### src/rtl/UART_pkg.sv
// Shared types and constants for the framed UART transmit path.
// Frame layout: HDR, LEN (bytes after LEN), CMD, payload, TRL.
package UART_pkg;

    typedef logic signed [7:0] int8_t;

    localparam logic [7:0] FRAME_HDR = 8'hFE;
    localparam logic [7:0] FRAME_TRL = 8'hEF;
    localparam int DEFAULT_CLKS_PER_BIT = 434;

    typedef enum logic [2:0] {IDLE, HDR, LEN, CMD, PAYLOAD, TRL, FIN} frame_state_t;
    typedef enum logic [1:0] {S_IDLE, S_START, S_DATA, S_STOP} ser_state_t;

endpackage

### src/rtl/uart_tx_byte.sv
// 8N1 byte serializer, LSB first, with STOP_BITS bit times of high line after data.
// Latency: start bit on the line one cycle after load; byte_done in the last stop cycle.
// Backpressure: load is taken only when idle or in the byte_done cycle (gapless chaining).
module uart_tx_byte
    import UART_pkg::*;
#(
    parameter int CLKS_PER_BIT = DEFAULT_CLKS_PER_BIT,
    parameter int STOP_BITS    = 2
) (
    input  logic       clk,
    input  logic       reset,
    input  logic       load,
    input  logic [7:0] data,
    output logic       serial_tx,
    output logic       byte_busy,
    output logic       byte_done
);

    localparam int BW = (CLKS_PER_BIT > 1) ? $clog2(CLKS_PER_BIT) : 1;
    localparam logic [BW-1:0] BAUD_LAST = BW'(CLKS_PER_BIT - 1);
    localparam logic [2:0]    STOP_LAST = 3'(STOP_BITS - 1);

    ser_state_t    state_q, state_d;
    logic [BW-1:0] baud_q, baud_d;
    logic [2:0]    bit_q, bit_d;
    logic [7:0]    data_q, data_d;
    logic          tx_q, tx_d;
    logic          baud_last;

    assign baud_last = (baud_q == BAUD_LAST);

    always_comb begin
        state_d   = state_q;
        baud_d    = baud_q;
        bit_d     = bit_q;
        data_d    = data_q;
        byte_done = 1'b0;
        if (state_q != S_IDLE) begin
            baud_d = baud_last ? '0 : baud_q + BW'(1);
        end
        unique case (state_q)
            S_IDLE: begin
                if (load) begin
                    state_d = S_START;
                    data_d  = data;
                    baud_d  = '0;
                    bit_d   = '0;
                end
            end
            S_START: begin
                if (baud_last) state_d = S_DATA;
            end
            S_DATA: begin
                // bit counter wraps 7 -> 0, ready to count stop bits
                if (baud_last) begin
                    bit_d = bit_q + 3'd1;
                    if (bit_q == 3'd7) state_d = S_STOP;
                end
            end
            S_STOP: begin
                if (baud_last) begin
                    if (bit_q == STOP_LAST) begin
                        byte_done = 1'b1;
                        bit_d     = '0;
                        if (load) begin
                            state_d = S_START;
                            data_d  = data;
                        end else begin
                            state_d = S_IDLE;
                        end
                    end else begin
                        bit_d = bit_q + 3'd1;
                    end
                end
            end
            default: state_d = S_IDLE;
        endcase
    end

    // line level derived from the next state so serial_tx is a clean flop output
    always_comb begin
        tx_d = 1'b1;
        unique case (state_d)
            S_START: tx_d = 1'b0;
            S_DATA:  tx_d = data_d[bit_d];
            default: tx_d = 1'b1;
        endcase
    end

    always_ff @(posedge clk or negedge reset) begin
        if (!reset) begin
            state_q <= S_IDLE;
            baud_q  <= '0;
            bit_q   <= '0;
            data_q  <= '0;
            tx_q    <= 1'b1;
        end else begin
            state_q <= state_d;
            baud_q  <= baud_d;
            bit_q   <= bit_d;
            data_q  <= data_d;
            tx_q    <= tx_d;
        end
    end

    assign serial_tx = tx_q;
    assign byte_busy = (state_q != S_IDLE);

endmodule

### src/rtl/uart_frame_tx.sv
// Wraps cmd + streamed payload as FE, N+2, cmd, payload, EF and sends it 8N1.
// Latency: header start bit one cycle after busy rises; bytes follow back-to-back.
// Backpressure: pl_ready only when the serializer can take a byte; stalls on pl_valid=0.
module uart_frame_tx
    import UART_pkg::*;
#(
    parameter int CLKS_PER_BIT = DEFAULT_CLKS_PER_BIT,
    parameter int STOP_BITS    = 2,
    parameter int MAX_PAYLOAD  = 16
) (
    input  logic       clk,
    input  logic       reset,
    input  logic       start,
    input  logic [7:0] cmd,
    input  logic [7:0] payload_len,
    input  logic [7:0] pl_data,
    input  logic       pl_valid,
    output logic       pl_ready,
    output logic       serial_tx,
    output logic       busy,
    output logic       done,
    output logic       err
);

    localparam logic [7:0] MAX_LEN = 8'(MAX_PAYLOAD);

    frame_state_t state_q, state_d;
    int8_t        cmd_q;
    logic [7:0]   len_q;
    logic [7:0]   rem_q, rem_d;
    logic         trl_loaded_q, trl_loaded_d;
    logic         err_q;
    logic         load;
    logic [7:0]   tx_byte;
    logic         byte_busy, byte_done, ser_free;
    logic         accept, reject;

    assign ser_free = !byte_busy || byte_done;

    always_comb begin
        state_d      = state_q;
        rem_d        = rem_q;
        trl_loaded_d = trl_loaded_q;
        load         = 1'b0;
        tx_byte      = 8'h00;
        pl_ready     = 1'b0;
        accept       = 1'b0;
        reject       = 1'b0;
        unique case (state_q)
            IDLE: begin
                if (start) begin
                    if (payload_len > MAX_LEN) begin
                        reject = 1'b1;
                    end else begin
                        accept  = 1'b1;
                        state_d = HDR;
                    end
                end
            end
            HDR: begin
                if (ser_free) begin
                    load    = 1'b1;
                    tx_byte = FRAME_HDR;
                    state_d = LEN;
                end
            end
            LEN: begin
                if (ser_free) begin
                    load    = 1'b1;
                    tx_byte = len_q + 8'd2;
                    state_d = CMD;
                end
            end
            CMD: begin
                if (ser_free) begin
                    load         = 1'b1;
                    tx_byte      = cmd_q;
                    rem_d        = len_q;
                    trl_loaded_d = 1'b0;
                    state_d      = (len_q == 8'd0) ? TRL : PAYLOAD;
                end
            end
            PAYLOAD: begin
                pl_ready = ser_free && (rem_q != 8'd0);
                if (pl_valid && pl_ready) begin
                    load    = 1'b1;
                    tx_byte = pl_data;
                    rem_d   = rem_q - 8'd1;
                    if (rem_q == 8'd1) state_d = TRL;
                end
            end
            TRL: begin
                // the trailer's own byte_done, not the previous byte's, ends the frame
                if (!trl_loaded_q) begin
                    if (ser_free) begin
                        load         = 1'b1;
                        tx_byte      = FRAME_TRL;
                        trl_loaded_d = 1'b1;
                    end
                end else if (byte_done) begin
                    state_d = FIN;
                end
            end
            FIN:     state_d = IDLE;
            default: state_d = IDLE;
        endcase
    end

    always_ff @(posedge clk or negedge reset) begin
        if (!reset) begin
            state_q      <= IDLE;
            cmd_q        <= '0;
            len_q        <= '0;
            rem_q        <= '0;
            trl_loaded_q <= 1'b0;
            err_q        <= 1'b0;
        end else begin
            state_q      <= state_d;
            rem_q        <= rem_d;
            trl_loaded_q <= trl_loaded_d;
            err_q        <= reject;
            if (accept) begin
                cmd_q <= cmd;
                len_q <= payload_len;
            end
        end
    end

    assign busy = (state_q != IDLE);
    assign done = (state_q == FIN);
    assign err  = err_q;

    uart_tx_byte #(
        .CLKS_PER_BIT (CLKS_PER_BIT),
        .STOP_BITS    (STOP_BITS)
    ) u_tx_byte (
        .clk       (clk),
        .reset     (reset),
        .load      (load),
        .data      (tx_byte),
        .serial_tx (serial_tx),
        .byte_busy (byte_busy),
        .byte_done (byte_done)
    );

endmodule
### config.mk
export PLATFORM = sky130hd
export DESIGN_NAME = uart_frame_tx
export DESIGN_NICKNAME = d
export VERILOG_FILES = /design/src/rtl/UART_pkg.sv /design/src/rtl/uart_tx_byte.sv /design/src/rtl/uart_frame_tx.sv
export SDC_FILE = /design/constraint.sdc
export NUM_CORES = 1
export LEC_CHECK = 0
export ABC_AREA = 0
export ABC_CLOCK_PERIOD_IN_PS = 4100
export CAP_MARGIN = 20
export CORE_MARGIN = 8
export CORE_UTILIZATION = 61
export CTS_CLUSTER_DIAMETER = 50
export DETAILED_ROUTE_END_ITERATION = 6
export PLACE_DENSITY = 0.9
export SETUP_SLACK_MARGIN = 0.15
export SLEW_MARGIN = 20
export SYNTH_ARGS = -nofsm -noshare
export SYNTH_HDL_FRONTEND = slang
export SYNTH_SLANG_ARGS = --single-unit
### constraint.sdc
create_clock -name clk -period 4.1 [get_ports clk]
set_input_delay 0.82 -clock clk [delete_from_list [all_inputs] [get_ports clk]]
set_output_delay 0.82 -clock clk [all_outputs]
set_load 0.01 [all_outputs]
==> flow_metrics.py, run 1 <==
metrics = {
    "setup_path": {
        "crit_type": "reg -> out",
        "start_kind": "register",
        "crit_path_end_kind": "output pin",
        "rr_worst_depth": 10,
        "timing.rr.start": "rem_q[0]",
        "path_cells": "nor3b_4 > o21ai_0 > nor2_1 > clkdlybuf4s50_1",
        "crit_arrival_ns": 2.31,
        "crit_required_ns": 3.28,
        "crit_path_max_incr_delay_ns": 0.64,
        "crit_path_top_delay_cell": "dfrtp_1",
        "reg2reg_to": "u_tx_byte.serial_tx",
        "regToRegSetupSlack_ns": 1.36,
        "crit_fanout": 21,
    },
    "cells_and_area": {
        "fillers": 399,
        "drive_above_1_share_pct": 11.8,
        "areaGrowthSynthToFinish_pct": 14.3,
        "num_antenna_cells": 0,
        "fin_nets": 394,
        "fin_util_pct": 71.0,
    },
    "global_route": {
        "track_usage_pct": 19.0,
        "overflow": 0,
        "antenna_found_initial": 0,
        "grt_max_degree": 53,
        "grt_pass1_vias": 2467,
        "grt_first_pass_wirelength_um": 11500,
    },
    "clock_network": {
        "clock_sinks": 52,
        "cts-root-buf": "clkbuf_8",
        "cts_buffer_depth": 2,
        "cts_tree": "built",
        "h-tree-depth": 2,
        "postCtsHoldBufs": 0,
        "cts_resized": 0,
        "postCtsSetupRepairBufs": 0,
        "cts_buffers": 5,
        "clk_pin_slew_worst_paths_ns": 0.09,
        "clk-insertion-delay-late_ns": 0.31,
    },
    "synth": {
        "yosys.cell_types.count": 62,
        "async_flop_share_pct": 100,
        "syn_inst": 326,
        "syn_area_per_cell_um2": 9.55,
        "synth_edf_count": 0,
        "synth_seq_cells": 52,
        "synth-main-ff-cell": "dfrtp_1",
        "yosys_warnings": 0,
        "synth_nets": 366,
        "netlist_area_um2": 3110,
        "yosysSeqAreaShare_pct": 41.9,
    },
    "timing": {
        "finalCriticalPeriod_ns": 3.13,
        "finalClockSkew_ns": 0.00763,
        "grt_setup_unrepaired": "no",
        "worst_pin_slew_ns": 0.710,
        "maxClockFrequency_mhz": 319,
        "setup_viol": 0,
        "min_period_over_period_pct": 76.4,
        "setup_tns_ns": 0,
        "slew_violations": 0,
        "report.final.hold_viol_count": 0,
        "slew_headroom_pct": 52.5,
    },
    "die": {
        "start_util_pct": 62.1,
        "core_area_um2": 5010,
        "die_area_um2": 7640,
        "die-height_um": 87.4,
        "ios": 33,
        "rows": 26,
        "die_w_um": 87.4,
    },
    "power_and_ir_drop": {
        "irDropWorstVdd_mv": 0.294,
        "p_per_area_nw_per_um2": 392,
        "p_leak_nw": 1.57,
    },
    "min_path": {
        "worstHoldStart": "u_tx_byte.data_q[4]",
        "holdPathStages": 1,
        "hold_path.class": "reg -> reg",
        "whs_endpoint": "u_tx_byte.data_q[4]",
    },
    "drt": {
        "avgViaCountPerCell": 6.01,
        "routed_wl_um": 6670,
        "first_pass_iters": 4,
        "wire_per_inst_um": 15.7,
        "vias": 2555,
        "final_antenna_net_count": 0,
        "drt_iter0_drc": 125,
        "post-route-drc-count": 0,
    },
    "place": {
        "dpl.hpwl_um": 4990,
        "place_congestion": 0.906,
        "io_buffers": 32,
    },
    "run_status": {
        "status": "finished, final reports clean",
    },
    "run": {
        "maxCapViolations": 0,
    },
}
==> layout by cell type (no fill, tap or decap), drive strengths merged, types with 3 or more instances in the layout <==
master         instances
a21oi                 19
a22o                   9
a41oi                  3
and2                   6
buf                    3
clkbuf                 6
clkdlybuf4s50         31
dfrtp                 51
ha                    12
inv                   19
mux2                  15
mux2i                  6
nand2                 23
nand2b                 3
nand3                  8
nand4                  4
nor2                  33
nor2b                  6
nor3                   9
o211ai                 5
o21ai                 25
o22ai                  3
o31ai                  3
xnor2                  5
xor2                   6
==> flip-flops by register name, indices dropped and copies added, names as in the netlist <==
name / flops
u_tx_byte.baud_q: 9
u_tx_byte.bit_q: 3
u_tx_byte.state_q: 2
cmd_q: 8
err: 1
trl_loaded_q: 1
len_q: 8
u_tx_byte.serial_tx: 1
rem_q: 8
state_q: 3
u_tx_byte.data_q: 8
==> cell families after synthesis <==
kind of cell	share of synthesized area (%)
adder cells (fa/ha/maj)	4.82
AND/OR/NAND/NOR	17.2
XOR/XNOR	3.10
AO/OA/AOI/OAI	20.9
multiplexers	7.48
flip-flops	41.9
buffers and inverters	4.66
==> power breakdown <==
| group | switching (mW) | internal (mW) |
|---|---|---|
| registers | 0.123 | 0.588 |
| logic | 0.188 | 0.204 |
| clock network | 0.167 | 0.122 |
==> area by class of cell <==
cell class / instances / area (um^2) / share of cell area (%)
multi-input cells: 241 / 1660 / 46.8
flip-flops and latches: 52 / 1300 / 36.6
well taps: 70 / 87.6 / 2.46
repair buffers: 34 / 333 / 9.36
clock inverters: 2 / 16.3 / 0.457
clock buffers: 6 / 72.6 / 2.04
inverters: 20 / 80.1 / 2.25
==> how the worst max path moves through the flow <==
| stage | endpoint | start | slack (ns) | depth (start not counted) |
|---|---|---|---|---|
| 6_report | pl_ready | state_q[0] | 0.97 | 4 |
| 5_1_grt | pl_ready | state_q[0] | 0.80 | 4 |
| 4_1_cts | pl_ready | state_q[0] | 0.98 | 4 |
| 3_5_place_dp | len_q[1] | payload_len[0] | 0.96 | 4 |
| 3_3_place_gp | len_q[1] | payload_len[0] | 1.08 | 4 |
| 2_1_floorplan | u_tx_byte.serial_tx | rem_q[0] | 1.57 | 11 |
==> cells in the mapped netlist, types with 2 or more instances <==
cell,number,area share [%]
dfrtp_1,51,41
nor2_1,33,4.0
o21ai_0,25,4.0
nand2_1,23,2.8
a21oi_1,19,3.1
inv_1,19,2.3
mux2_2,14,5.1
ha_1,12,4.8
clkbuf_1,9,1.1
nor3_1,9,1.4
nand3_1,8,1.3
mux2i_1,6,1.9
nor2b_1,6,1.2
xor2_1,6,1.7
a22o_1,5,1.4
and2_1,5,1.0
xnor2_1,5,1.4
a22o_2,4,1.3
nand4_1,4,0.80
o211ai_1,4,0.97
a41oi_1,3,0.84
nand2b_1,3,0.60
o22ai_1,3,0.60
o31ai_1,3,0.72
a21o_1,2,0.48
a221o_1,2,0.64
a22oi_1,2,0.48
a31oi_1,2,0.40
a41o_1,2,0.64
and3_1,2,0.40
buf_6,2,0.72
nor4_1,2,0.40
o32ai_1,2,0.56
==> metrics by stage <==
step,cell area (um^2),hold slack (ns),power [mW],worst slack [ns],instances
after floorplan,3110,0.462,0.972,1.57,326
after CTS,3550,0.506,1.40,0.979,425
after global placement,3460,0.482,1.09,1.08,417
final,3560,0.508,1.39,0.968,425
after global routing,3560,0.527,1.49,0.797,425
after detailed placement,3460,0.484,1.11,0.964,417
==> worst max-delay path: cells and delay by family, from the launching register on <==
family | cells | cell delay (ns)
AOI/OAI and AO/OA | 1 | 0.18
and+or+nand+nor | 2 | 0.64
DFF | 1 | 0.64
buffers and inverters | 1 | 0.55
==> layer usage <==
metal  global-route usage (%)  routed length (um)  share of wire (%)  vias to the layer above
li1                         -                   -                  -                     1239
met1                     23.7                2970                 44                     1232
met2                     31.1                3250                 49                       69
met3                     4.25                 312                4.7                       15
met4                     6.88                 142                2.1                        0
met5                        0                   0                  0                        -
No activity file was read; power rests on OpenSTA's default activity.
==> run 2, diff against run 1 <==
ABC_CLOCK_PERIOD_IN_PS = 2700   (was 4100)
CORE_UTILIZATION = 51   (was 61)
PLACE_DENSITY = 0.81   (was 0.9)
clock period = 2.7 ns   (was 4.1 ns; I/O delays follow)
==> run 2 against run 1 <==
Effect of this change:
- sequential share of layout area is 2.3 points lower
- count of clock-buffer cells in the layout stayed put
- sequential power is 45% higher
- critical path type is now reg -> reg
- worst hold slack worse by 0.39 ns
- clock skew is 0.0058 ns higher
- cell count is 6.6% higher
- setup slack worse by 0.82 ns
- first-iteration DRC count is 47% higher
- wire length is 13% higher
==> flow_metrics.py, run 2 (same netlist as run 1, synthesis figures left out) <==
metrics = {
    "run_status": {
        "status": "finished, final reports clean",
    },
    "drt": {
        "drt_iter0_drc": 184,
        "routed_wl_um": 7560,
        "final_antenna_net_count": 0,
        "first_pass_iters": 4,
        "vias": 2693,
        "wire_per_inst_um": 16.7,
        "avgViaCountPerCell": 5.94,
        "post-route-drc-count": 0,
    },
    "cells_and_area": {
        "top_register": "u_tx_byte.baud_q",
        "drive_above_1_share_pct": 19.6,
        "areaGrowthSynthToFinish_pct": 22.1,
        "final_common_cell": "dfrtp_1",
        "num_antenna_cells": 0,
        "mostFrequentLayoutCells": "dfrtp_1 (51), nor2_1 (33), clkdlybuf4s50_1 (30)",
        "largest_reg_flops": 9,
        "fin_nets": 417,
    },
    "die": {
        "die-height_um": 94.1,
        "core_area_um2": 5920,
        "die_area_um2": 8860,
        "rows": 28,
        "ios": 33,
        "start_util_pct": 52.6,
        "die_w_um": 94.1,
    },
    "timing": {
        "maxClockFrequency_mhz": 392,
        "slew_violations": 0,
        "min_period_over_period_pct": 94.4,
        "grt_setup_unrepaired": "yes",
        "setup_viol": 0,
        "setup_tns_ns": 0,
        "slew_headroom_pct": 60.3,
        "layout_setup_ws_ns": 0.150,
        "finalCriticalPeriod_ns": 2.55,
        "worst_pin_slew_ns": 0.590,
        "report.final.hold_viol_count": 0,
        "finalClockSkew_ns": 0.0134,
    },
    "clock_network": {
        "cts_tree": "built",
        "clk_pin_slew_worst_paths_ns": 0.10,
        "postCtsHoldBufs": 0,
        "h-tree-depth": 2,
        "cts_buffer_depth": 2,
        "cts_buffers": 5,
        "clock_sinks": 52,
        "clk-insertion-delay-late_ns": 0.31,
        "cts-root-buf": "clkbuf_8",
    },
    "global_route": {
        "grt_pass1_vias": 2730,
        "grtUsageMet1_pct": 21.7,
        "overflow": 0,
        "track_usage_pct": 18.1,
        "busiest_layer": "met2",
        "grt_first_pass_wirelength_um": 13000,
        "met3_usage_pct": 3.68,
        "grt.met2_usage_pct": 31.7,
        "antenna_found_initial": 0,
        "grt_max_degree": 22,
    },
    "power_and_ir_drop": {
        "intPower_mw": 1.52,
        "power_switching_mw": 0.754,
        "power_frac_comb_pct": 30.9,
        "pwr-share-seq_pct": 45.4,
        "p_leak_nw": 1.70,
        "irDropWorstVdd_mv": 0.489,
        "p_per_area_nw_per_um2": 599,
        "power.share.clock_pct": 23.7,
        "p_sw_share_pct": 33.2,
    },
    "setup_path": {
        "crit_fanout": 4,
        "crit_path_end_kind": "register",
        "crit_type": "reg -> reg",
        "crit_required_ns": 2.92,
        "crit_arrival_ns": 2.77,
        "start_kind": "register",
    },
    "place": {
        "io_buffers": 32,
        "dpl.hpwl_um": 5650,
        "pre_cts_slack_ns": 0.0639,
        "place_congestion": 0.900,
    },
    "run": {
        "maxCapViolations": 0,
    },
    "min_path": {
        "hold_path.class": "in -> async",
    },
}
[run 2: worst max-delay path, cell delays in order (launching register included)]
cell and delay [ns]:
dfrtp_1 0.38, inv_1 0.10, ha_2 0.18, or3b_4 0.42, o211ai_4 0.23, a311oi_2 0.15, mux2_4 0.33, clkinv_4 0.07
mux2i_1 0.07, mux2_2 0.27, a311oi_2 0.26
[run 2: routing by layer]
layer / part of all wire, % / wire (um)
met4: 2.1 / 159
met1: 41 / 3110
met5: 0 / 0
met3: 5.6 / 424
met2: 51 / 3860
[run 2: worst paths after layout]
check | end | from | cells after the start | slack (ns)
setup / recovery | u_tx_byte.serial_tx | rem_q[1] | 10 | 0.15
hold / removal | rem_q[3] | reset | 1 | 0.12
setup reg to reg | u_tx_byte.serial_tx | rem_q[1] | 10 | 0.15
hold reg to reg | u_tx_byte.data_q[6] | u_tx_byte.data_q[6] | 1 | 0.51
max in group asynchronous | u_tx_byte.serial_tx | reset | 2 | 1.95
min in group clk | u_tx_byte.data_q[6] | u_tx_byte.data_q[6] | 1 | 0.51
[run 2: layout make-up]
cell class                 instances  area, um^2
clock inverter                     2        38.8
clock buffer                       6        72.6
fill                             469        2120
multi-input combinational        241        1710
tap                               75        93.8
inverter                          20        80.1
timing repair buffer              57         502
sequential                        52        1300
[run 2: per-stage QoR]
step,cells,area (um^2),utilization [%],power [mW],hold slack (ns)
2_1_floorplan,326,3110,-,1.48,0.244
3_3_place_gp,437,3580,60.5,1.71,0.457
3_5_place_dp,437,3580,60.5,1.72,0.462
4_1_cts,449,3750,63.4,2.27,0.130
5_1_grt,453,3800,64.2,2.40,0.129
6_report,453,3800,64.2,2.27,0.117
[run 2: power by group through the flow]
| stage | registers (mW) | clock network, mW | logic, mW |
|---|---|---|---|
| CTS | 1.03 | 0.548 | 0.690 |
| detailed placement | 1.04 | 0 | 0.683 |
| global route | 1.05 | 0.570 | 0.784 |
| finish | 1.03 | 0.539 | 0.703 |
| floorplan | 0.980 | 0 | 0.496 |
| global placement | 1.03 | 0 | 0.672 |
[run 2: repair_timing]
action                                  in CTS  in global routing
gates resized for setup                      7                  5
buffers inserted                             4                  4
endpoints found under the setup margin       2                  4
pin swaps                                    4                  3
